$ cat config.mk
export PLATFORM = sky130hd
export DESIGN_NAME = cpu
export DESIGN_NICKNAME = d
export VERILOG_FILES = /design/src/rtl/cpu.sv
export SDC_FILE = /design/constraint.sdc
export NUM_CORES = 2
export LEC_CHECK = 0
export BUFFER_PORTS_ARGS = -buffer_cell sky130_fd_sc_hd__buf_2
export CAP_MARGIN = 10
export CORE_AREA = 2 2 264 526
export DETAILED_ROUTE_END_ITERATION = 10
export DIE_AREA = 0 0 266 528
export PLACE_DENSITY = 0.63
export REMOVE_ABC_BUFFERS = 1
export SLEW_MARGIN = 20
export SYNTH_ARGS = -nofsm -noshare
export SYNTH_HDL_FRONTEND = slang
export SYNTH_SLANG_ARGS = --single-unit
$ cat constraint.sdc
create_clock -name clk -period 8.7 [get_ports clk]
set_clock_uncertainty 0.2 [all_clocks]
set_input_delay 0.87 -clock clk [delete_from_list [all_inputs] [get_ports clk]]
set_output_delay 0.87 -clock clk [all_outputs]
set_load 0.005 [all_outputs]
$ cat src/rtl/cpu.sv
// -----------------------------------------------------------------------------
// cpu : single-cycle 32-bit MIPS-style core
//
// One instruction completes per clk. Instruction and data memories sit outside
// the core: the core presents pc and receives instr in the same cycle, and
// presents aluout/writedata/memwrite and receives readdata in the same cycle.
// Internally: PC register, 32x32 register file, ALU, main and ALU decoders.
//
// Ports
//   clk        in   1  clock, all state updates on posedge
//   reset      in   1  asynchronous active-low reset (0 = reset)
//   pc         out  N  address of the current instruction (registered)
//   instr      in   N  instruction at pc
//   memwrite   out  1  data-memory write enable (SW only, 0 during reset)
//   aluout     out  N  ALU result, also the data-memory address for lw/sw
//   writedata  out  N  store data = RF[rt]
//   readdata   in   N  data-memory read data at aluout
// -----------------------------------------------------------------------------
module cpu #(
    parameter int              N        = 32,
    parameter logic [N-1:0]    RESET_PC = '0
) (
    input  logic         clk,
    input  logic         reset,
    output logic [N-1:0] pc,
    input  logic [N-1:0] instr,
    output logic         memwrite,
    output logic [N-1:0] aluout,
    output logic [N-1:0] writedata,
    input  logic [N-1:0] readdata
);

    localparam logic [5:0] OP_RTYPE = 6'd0;
    localparam logic [5:0] OP_LW    = 6'd1;
    localparam logic [5:0] OP_SW    = 6'd2;
    localparam logic [5:0] OP_ADDI  = 6'd3;
    localparam logic [5:0] OP_BEQ   = 6'd4;
    localparam logic [5:0] OP_J     = 6'd5;

    typedef enum logic [2:0] {
        ALU_ADD,
        ALU_SUB,
        ALU_AND,
        ALU_OR,
        ALU_SLT
    } alu_op_t;

    // Instruction fields
    logic [5:0]   w_op;
    logic [4:0]   w_rs;
    logic [4:0]   w_rt;
    logic [4:0]   w_rd;
    logic [5:0]   w_funct;
    logic [N-1:0] w_imm;
    logic [25:0]  w_target;

    assign w_op     = instr[31:26];
    assign w_rs     = instr[25:21];
    assign w_rt     = instr[20:16];
    assign w_rd     = instr[15:11];
    assign w_funct  = instr[5:0];
    assign w_imm    = {{(N-16){instr[15]}}, instr[15:0]};
    assign w_target = instr[25:0];

    // State
    logic [N-1:0] r_pc;
    logic [N-1:0] r_rf [0:31];

    // Register file reads; entry 0 is never written so it always reads 0.
    logic [N-1:0] w_rs_val;
    logic [N-1:0] w_rt_val;

    assign w_rs_val = r_rf[w_rs];
    assign w_rt_val = r_rf[w_rt];

    // Decoder
    alu_op_t      w_alu_op;
    logic         w_use_rt;     // ALU B operand from RF[rt] instead of imm
    logic         w_rf_we;
    logic [4:0]   w_rf_wa;
    logic         w_mem_to_rf;
    logic         w_is_sw;
    logic         w_is_beq;
    logic         w_is_j;

    always_comb begin
        w_alu_op    = ALU_ADD;
        w_use_rt    = 1'b0;
        w_rf_we     = 1'b0;
        w_rf_wa     = w_rt;
        w_mem_to_rf = 1'b0;
        w_is_sw     = 1'b0;
        w_is_beq    = 1'b0;
        w_is_j      = 1'b0;
        case (w_op)
            OP_RTYPE: begin
                w_use_rt = 1'b1;
                w_rf_wa  = w_rd;
                // Unknown funct behaves as a NOP: ALU still adds, no writeback.
                case (w_funct)
                    6'h20: begin w_alu_op = ALU_ADD; w_rf_we = 1'b1; end
                    6'h22: begin w_alu_op = ALU_SUB; w_rf_we = 1'b1; end
                    6'h24: begin w_alu_op = ALU_AND; w_rf_we = 1'b1; end
                    6'h25: begin w_alu_op = ALU_OR;  w_rf_we = 1'b1; end
                    6'h2A: begin w_alu_op = ALU_SLT; w_rf_we = 1'b1; end
                    default: ;
                endcase
            end
            OP_LW: begin
                w_rf_we     = 1'b1;
                w_mem_to_rf = 1'b1;
            end
            OP_SW:   w_is_sw = 1'b1;
            OP_ADDI: w_rf_we = 1'b1;
            OP_BEQ: begin
                w_use_rt = 1'b1;
                w_alu_op = ALU_SUB;
                w_is_beq = 1'b1;
            end
            OP_J:    w_is_j = 1'b1;
            default: ;
        endcase
    end

    // ALU
    logic [N-1:0] w_src_b;
    logic [N-1:0] w_alu_y;

    assign w_src_b = w_use_rt ? w_rt_val : w_imm;

    always_comb begin
        w_alu_y = '0;
        case (w_alu_op)
            ALU_ADD: w_alu_y = w_rs_val + w_src_b;
            ALU_SUB: w_alu_y = w_rs_val - w_src_b;
            ALU_AND: w_alu_y = w_rs_val & w_src_b;
            ALU_OR:  w_alu_y = w_rs_val | w_src_b;
            ALU_SLT: w_alu_y = {{(N-1){1'b0}}, ($signed(w_rs_val) < $signed(w_src_b))};
            default: w_alu_y = '0;
        endcase
    end

    // Next PC
    logic [N-1:0] w_pc_plus4;
    logic [N-1:0] w_pc_next;

    assign w_pc_plus4 = r_pc + N'(4);

    always_comb begin
        w_pc_next = w_pc_plus4;
        if (w_is_j)
            w_pc_next = {w_pc_plus4[N-1:N-4], w_target, 2'b00};
        else if (w_is_beq && (w_alu_y == '0))
            w_pc_next = w_pc_plus4 + {w_imm[N-3:0], 2'b00};
    end

    logic [N-1:0] w_rf_wd;
    assign w_rf_wd = w_mem_to_rf ? readdata : w_alu_y;

    always_ff @(posedge clk or negedge reset) begin
        if (!reset) begin
            r_pc <= RESET_PC;
        end else begin
            r_pc <= w_pc_next;
        end
    end

    always_ff @(posedge clk or negedge reset) begin
        if (!reset) begin
            for (int i = 0; i < 32; i++) begin
                r_rf[i] <= '0;
            end
        end else if (w_rf_we && (w_rf_wa != 5'd0)) begin
            r_rf[w_rf_wa] <= w_rf_wd;
        end
    end

    assign pc        = r_pc;
    assign aluout    = w_alu_y;
    assign writedata = w_rt_val;
    // Gated with reset so no store can reach memory while the core is held.
    assign memwrite  = w_is_sw & reset;

endmodule

After elaboration in Yosys (flattened, before gate mapping)
Cells that the tools add are included.
{"block": "op_classes", "n_mux": 24, "bitwise": 6, "order_cmp": 5, "n_eq_ne": 14, "reduce_logical": 10, "n_addsub": 4}
{"op": "$bwmux 1024", "count": 1}
{"op": "$bmux 32 s5", "count": 2}
{"op": "$mux 32", "count": 9}
{"op": "$demux 32 s5", "count": 1}
{"op": "$pmux 32 s5", "count": 1}
{"op": "$add 32x32->32", "count": 2}
{"op": "$add 32x3->32 const B", "count": 1}
{"op": "$and 32x32->32", "count": 1}
{"op": "$logic_not 32->1", "count": 1}
{"op": "$lt 32x32->1", "count": 1}
{"op": "$or 32x32->32", "count": 1}
{"op": "$sub 32x32->32", "count": 1}
{"op": "$eq 6x6->1 const B", "count": 5}
{"op": "$ge 6x6->1 const B", "count": 3}
{"op": "$not 5->6", "count": 3}
{"op": "$eq 6x2->1 const B", "count": 2}
{"op": "$eq 6x3->1 const B", "count": 2}
{"op": "$pmux 3 s4", "count": 1}
{"op": "$eq 3x2->1 const B", "count": 2}
{"op": "$eq 6x1->1 const B", "count": 1}
{"op": "$logic_not 6->1", "count": 1}
{"op": "$lt 6x1->1 const B", "count": 1}
{"op": "$mux 1", "count": 6}
{"op": "$pmux 3 s2", "count": 1}
{"op": "other kinds (10)", "count": 13}
{"block": "totals", "elab_cells": 96, "register_bits": 1056, "input_bits": 66, "out_inout_bits": 97}

Depth between registers and ports, before layout
{"block": "logic_depth", "depth_word": 11, "mapped_depth": 25, "ltp_nobuf": 21}

Least setup slack after synthesis
No wires, ideal clock.
{"block": "synth_path", "path_type": "input to register", "start": "in instr[16]", "end": "reg r_pc[12], in the netlist pc[12]", "required_time_ns": 8.377, "setup_ns": 0.123, "arrival_ns": 6.802, "path_slack_ns": 1.575, "path_buffers": 4, "stages": 23, "cell_sequence": "clkbuf_1 > clkbuf_1 > buf_1 > mux4_2 > mux4_2 > mux2_2 > nor2_1 > a21o_1 > inv_1 > ha_1 > fa_1 > nand2b_1 > a21oi_1 > o21ai_1 > a311o_1 > a221o_1 > a22o_1 > or4b_1 > nor4_1 > and4b_1 > nand4_4 > buf_6 > o221a_1"}
{"block": "synth_via", "elab_chain_len": 11, "elab_cells_between_ends": 15, "cone_classes": "add/sub (2); order compare (1); mux (7); bitwise (3); reduce/logical (2)"}
{"element": "from (decl)", "line_no": "26", "text": "input logic [N-1:0] instr,"}
{"element": "$not 5->6 (not written as such) (*)", "line_no": "74", "text": "assign w_rt_val = r_rf[w_rt];"}
{"element": "$bmux 32 s5 (*)", "line_no": "74"}
{"element": "$mux 32 (not written as such) (*) (2 in a row)", "line_no": "74"}
{"element": "via writedata[0]", "line_no": "29", "text": "output logic [N-1:0] writedata,"}
{"element": "$mux 32 (*)", "line_no": "129", "text": "assign w_src_b = w_use_rt ? w_rt_val : w_imm;"}
{"element": "$sub 32x32->32 or $add 32x32->32 (tied branches)", "line_no": "135, 134"}
{"element": "$pmux 32 s5 (*)", "line_no": "133", "text": "case (w_alu_op)"}
{"element": "via aluout[12]", "line_no": "28", "text": "output logic [N-1:0] aluout,"}
{"element": "$logic_not 32->1 (*)", "line_no": "153", "text": "else if (w_is_beq && (w_alu_y == '0))"}
{"element": "$logic_and 1x1->1 (*)", "line_no": "153"}
{"element": "$mux 32 (*)", "line_no": "153"}
{"element": "$mux 32 (*)", "line_no": "151", "text": "if (w_is_j)"}
{"element": "via w_pc_next[12]", "line_no": "145", "text": "logic [N-1:0] w_pc_next;"}
{"element": "to (signal assigned)", "line_no": "164", "text": "r_pc <= w_pc_next;"}
{"element": "to (decl)", "line_no": "66", "text": "logic [N-1:0] r_pc;"}
The timed path passes the listed nets; every way through them passes the cells marked *. The select of a mux whose other input is x is not followed.
A chain may end at the register's enable or synchronous reset.

Worst setup path after layout
{"block": "layout_path", "start": "in instr[16]", "end": "out aluout[28]"}
{"block": "layout_via", "elab_chain_len": 7, "elab_cells_between_ends": 10, "cone_classes": "add/sub (2); mux (5); bitwise (3)"}
{"element": "$not 5->6 (not written as such) (*)", "line_no": "74"}
{"element": "$bmux 32 s5 (*)", "line_no": "74"}
{"element": "$mux 32 (not written as such) (*) (2 in a row)", "line_no": "74"}
{"element": "$mux 32 (*)", "line_no": "129"}
{"element": "$sub 32x32->32, or another cell as far along", "line_no": "135", "text": "ALU_SUB: w_alu_y = w_rs_val - w_src_b;"}
{"element": "$pmux 32 s5 (*)", "line_no": "133"}
{"element": "to (decl)", "line_no": "28"}
Mark *: on every way between the ends. The rest lies on a longest branch, timed or not. The select of a mux whose other input is x is not followed.

==> impl_metrics.toml <==
[drt]
drc = 0
via_count = 46263
routedWlPerCell_um = 28.80
drt_iter0_drc = 4228
final_antenna_net_count = 0
vias_per_cell = 6.355
dr.pass1.iters = 8
wirelength_mm = 209.6

[floorplan]
io_pins = 163
die_width_um = 266
start_util_pct = 44.71
dieArea_um2 = 140400
die-height_um = 528
design.core.area_um2 = 136500
fp-row-count = 192

[setup_path]
crit_family = "compound AO/OA/AOI/OAI gates"
cp.arrival_ps = 6850
crit_chain = "buf_8 > buf_12 > buf_4 > mux4_2 > mux4_2 > mux2_2 > o21ai_0 > ha_1 > nand2_1 > nor2_1 > nand2_1 > o31ai_1 > a211oi_1 > a211oi_1 > nor2_1 > o311ai_1 > buf_2"
startpoint_type = "input pin"
critPathCaptureType = "output port"
reg2reg_slack_ps = 1350
r2r_cells = 22
crit_buf_inv = 4
cp.required_ps = 7630
r2r-start = "r_rf[96]"
r2r-end = "pc[6]"
worstPathMaxFanout = 39
worst_path_max_delay_cell = "o311ai_1"
crit_type = "input pin to output port"
slowest_delay_ps = 780

[clock_network]
root_buffer = "clkbuf_16"
clock_latency_ps = 730
cts_tree = "built"
clk_pin_slew_ps = 70
cts_max_level = 3
clk_path_buf_depth = 3
post_cts_resized = 0
cts_sinks = 1054
cts_made_buffers = 98

[placed_design]
dp_hpwl_mm = 133.1
preCtsSetupSlack_ps = 349.3
numPortBuffers = 160
globalplace.congestion = 0.9545

[timing]
min_period_over_period_pct = 91.08
slew_viol_final = 0
slew_headroom_pct = 19.53
finalHoldViolCount = 0
tightest_slew_ps = 1207
fmaxAchievable_mhz = 126.2
min_period_ps = 7924
tns_ps = 0
worst_hold_slack_ps = 193.5
fin_ws_ps = 776.0
rsz0062_at_grt = "false"
setup_viol_count_final = 0

[synth]
synthFlopType = "dfrtp_1"
ys_seq_area_share_pct = 43.23
synth_area_per_cell_um2 = 10.93
syn_inst = 5580
yosys_register_bits = 1054
synth_async_sr_flop_share_pct = 100.0
synth_edf_count = 0
synthDistinctLibCells = 93
yosysWarnings = 0
netlist_area_um2 = 61010

[grt]
grtUsageTotal_pct = 30.21
overflow = 0
grt_max_degree = 147
grt_pass1_vias = 47503
grt_pass1_wl_mm = 312.2
antenna_found_initial = 6

[final_layout]
drive_gt1_share_pct = 23.28
final_common_cell = "nand2_1"
layout.nets = 5660
mostFrequentLayoutCells = "nand2_1 (1067), o21ai_0 (1060), dfrtp_1 (1054), mux4_2 (640), nor2_1 (181)"
syn_to_final_growth_pct = 9.981

[status]
status = "finished, final reports clean"

[worst_hold_path]
holdPathEnd = "r_rf[1003]"
hp-class = "register to register"
worstHoldStart = "r_rf[1003]"
holdPathStages = 0

[run]
cap_violations = 0

[power]
leakage_nw = 29.22
pwr_density_cell_nw_per_um2 = 175.0
ir_worst_vdd_v = 0.0001725
logic make-up after synthesis:
group	count (synthesis)	share of synthesized area, %
XOR/XNOR	57	0.8183
adder cells (fa/ha/maj)	135	2.805
multiplexers	758	25.69
AO/OA/AOI/OAI	1409	12.97
AND/OR/NAND/NOR	1519	10.35
buffers and inverters	647	4.118
flip-flops	1054	43.23
other	1	0.006146
flip-flops by register name, summed over array words and instances (netlist names):
register / cells
pc: 30
r_rf: 1024
power by group:
part	internal, mW	switching [mW]	leakage (nW)
registers	5.09	0.170	14.6
clock network	2.50	2.00	1.60
logic	0.802	1.18	13.0
total	8.39	3.35	29.2
cells in the mapped netlist (all sizes together), types with 20 or more instances:
cell	count	share of area [%]
buf	88	0.68
nor3	31	0.26
nand3	35	0.29
xor2	20	0.29
mux2i	53	0.87
ha	132	2.7
nand2b	33	0.34
a211oi	22	0.29
nand2	1100	6.8
xnor2	37	0.53
mux4	640	24
dfrtp	1054	43
or2	20	0.21
o21ai	1069	8.8
a21oi	94	0.80
inv	105	0.65
nor2	183	1.1
a21o	33	0.41
clkbuf	454	2.8
mux2	65	1.2
layout make-up:
class / instances / area (um^2)
Fill cell: 12138 / 69350
Inverter: 105 / 399.1
Clock inverter: 37 / 526.8
Multi-Input combinational cell: 3880 / 32520
Antenna cell: 5 / 12.51
Tap cell: 1746 / 2185
Sequential cell: 1054 / 26380
Clock buffer: 133 / 2754
Timing Repair Buffer: 320 / 2331
per-layer routing:
metal / vias up / track usage, % / wire length (um)
li1: 20017 / - / -
met4: 6 / 18.98 / 15030
met5: - / 0 / 31
met3: 645 / 5.332 / 15410
met2: 2039 / 50.39 / 102600
met1: 23556 / 36.25 / 76590
per-stage QoR:
step	instance area, um^2	power [mW]	std cells	utilization (%)
floorplan	58900	6.429	5039	-
global placement	63790	7.282	7104	46.75
detailed placement	63790	7.317	7104	46.75
CTS	67080	11.80	7275	49.16
global route	67090	12.18	7276	49.17
finish	67100	11.74	7280	49.18
worst max-delay path by stage:
stage                   start          to  slack (ps)  cells past startpoint
floorplan           instr[18]       pc[2]         340                     20
global placement    instr[16]       pc[6]         400                     23
detailed placement  instr[16]       pc[6]         350                     23
CTS                 instr[16]  aluout[28]         880                     17
global route        instr[16]  aluout[28]         470                     17
finish              instr[16]  aluout[28]         780                     17
worst register-to-register path, stage by stage (launching register included):
cell	delay [ps]
dfrtp_1	390
mux4_2	490
mux4_2	490
mux2_2	350
nor2_1	110
a21o_1	120
inv_1	70
ha_1	240
fa_1	480
nand2b_1	200
a21oi_1	210
o21ai_1	230
a311o_1	360
a221o_1	360
a22o_1	320
or4b_1	540
nor4_1	470
buf_4	240
and4b_1	260
nand4_4	380
buf_4	410
nand3b_1	180
o211ai_1	140
what timing repair did:
item | CTS | global route
hold buffers | 1 | 0
endpoints found under the hold margin | 48 | 0
setup buffers | 0 | 0
endpoints found under the setup margin | 0 | 0
No activity file was read; power rests on OpenSTA's default activity.
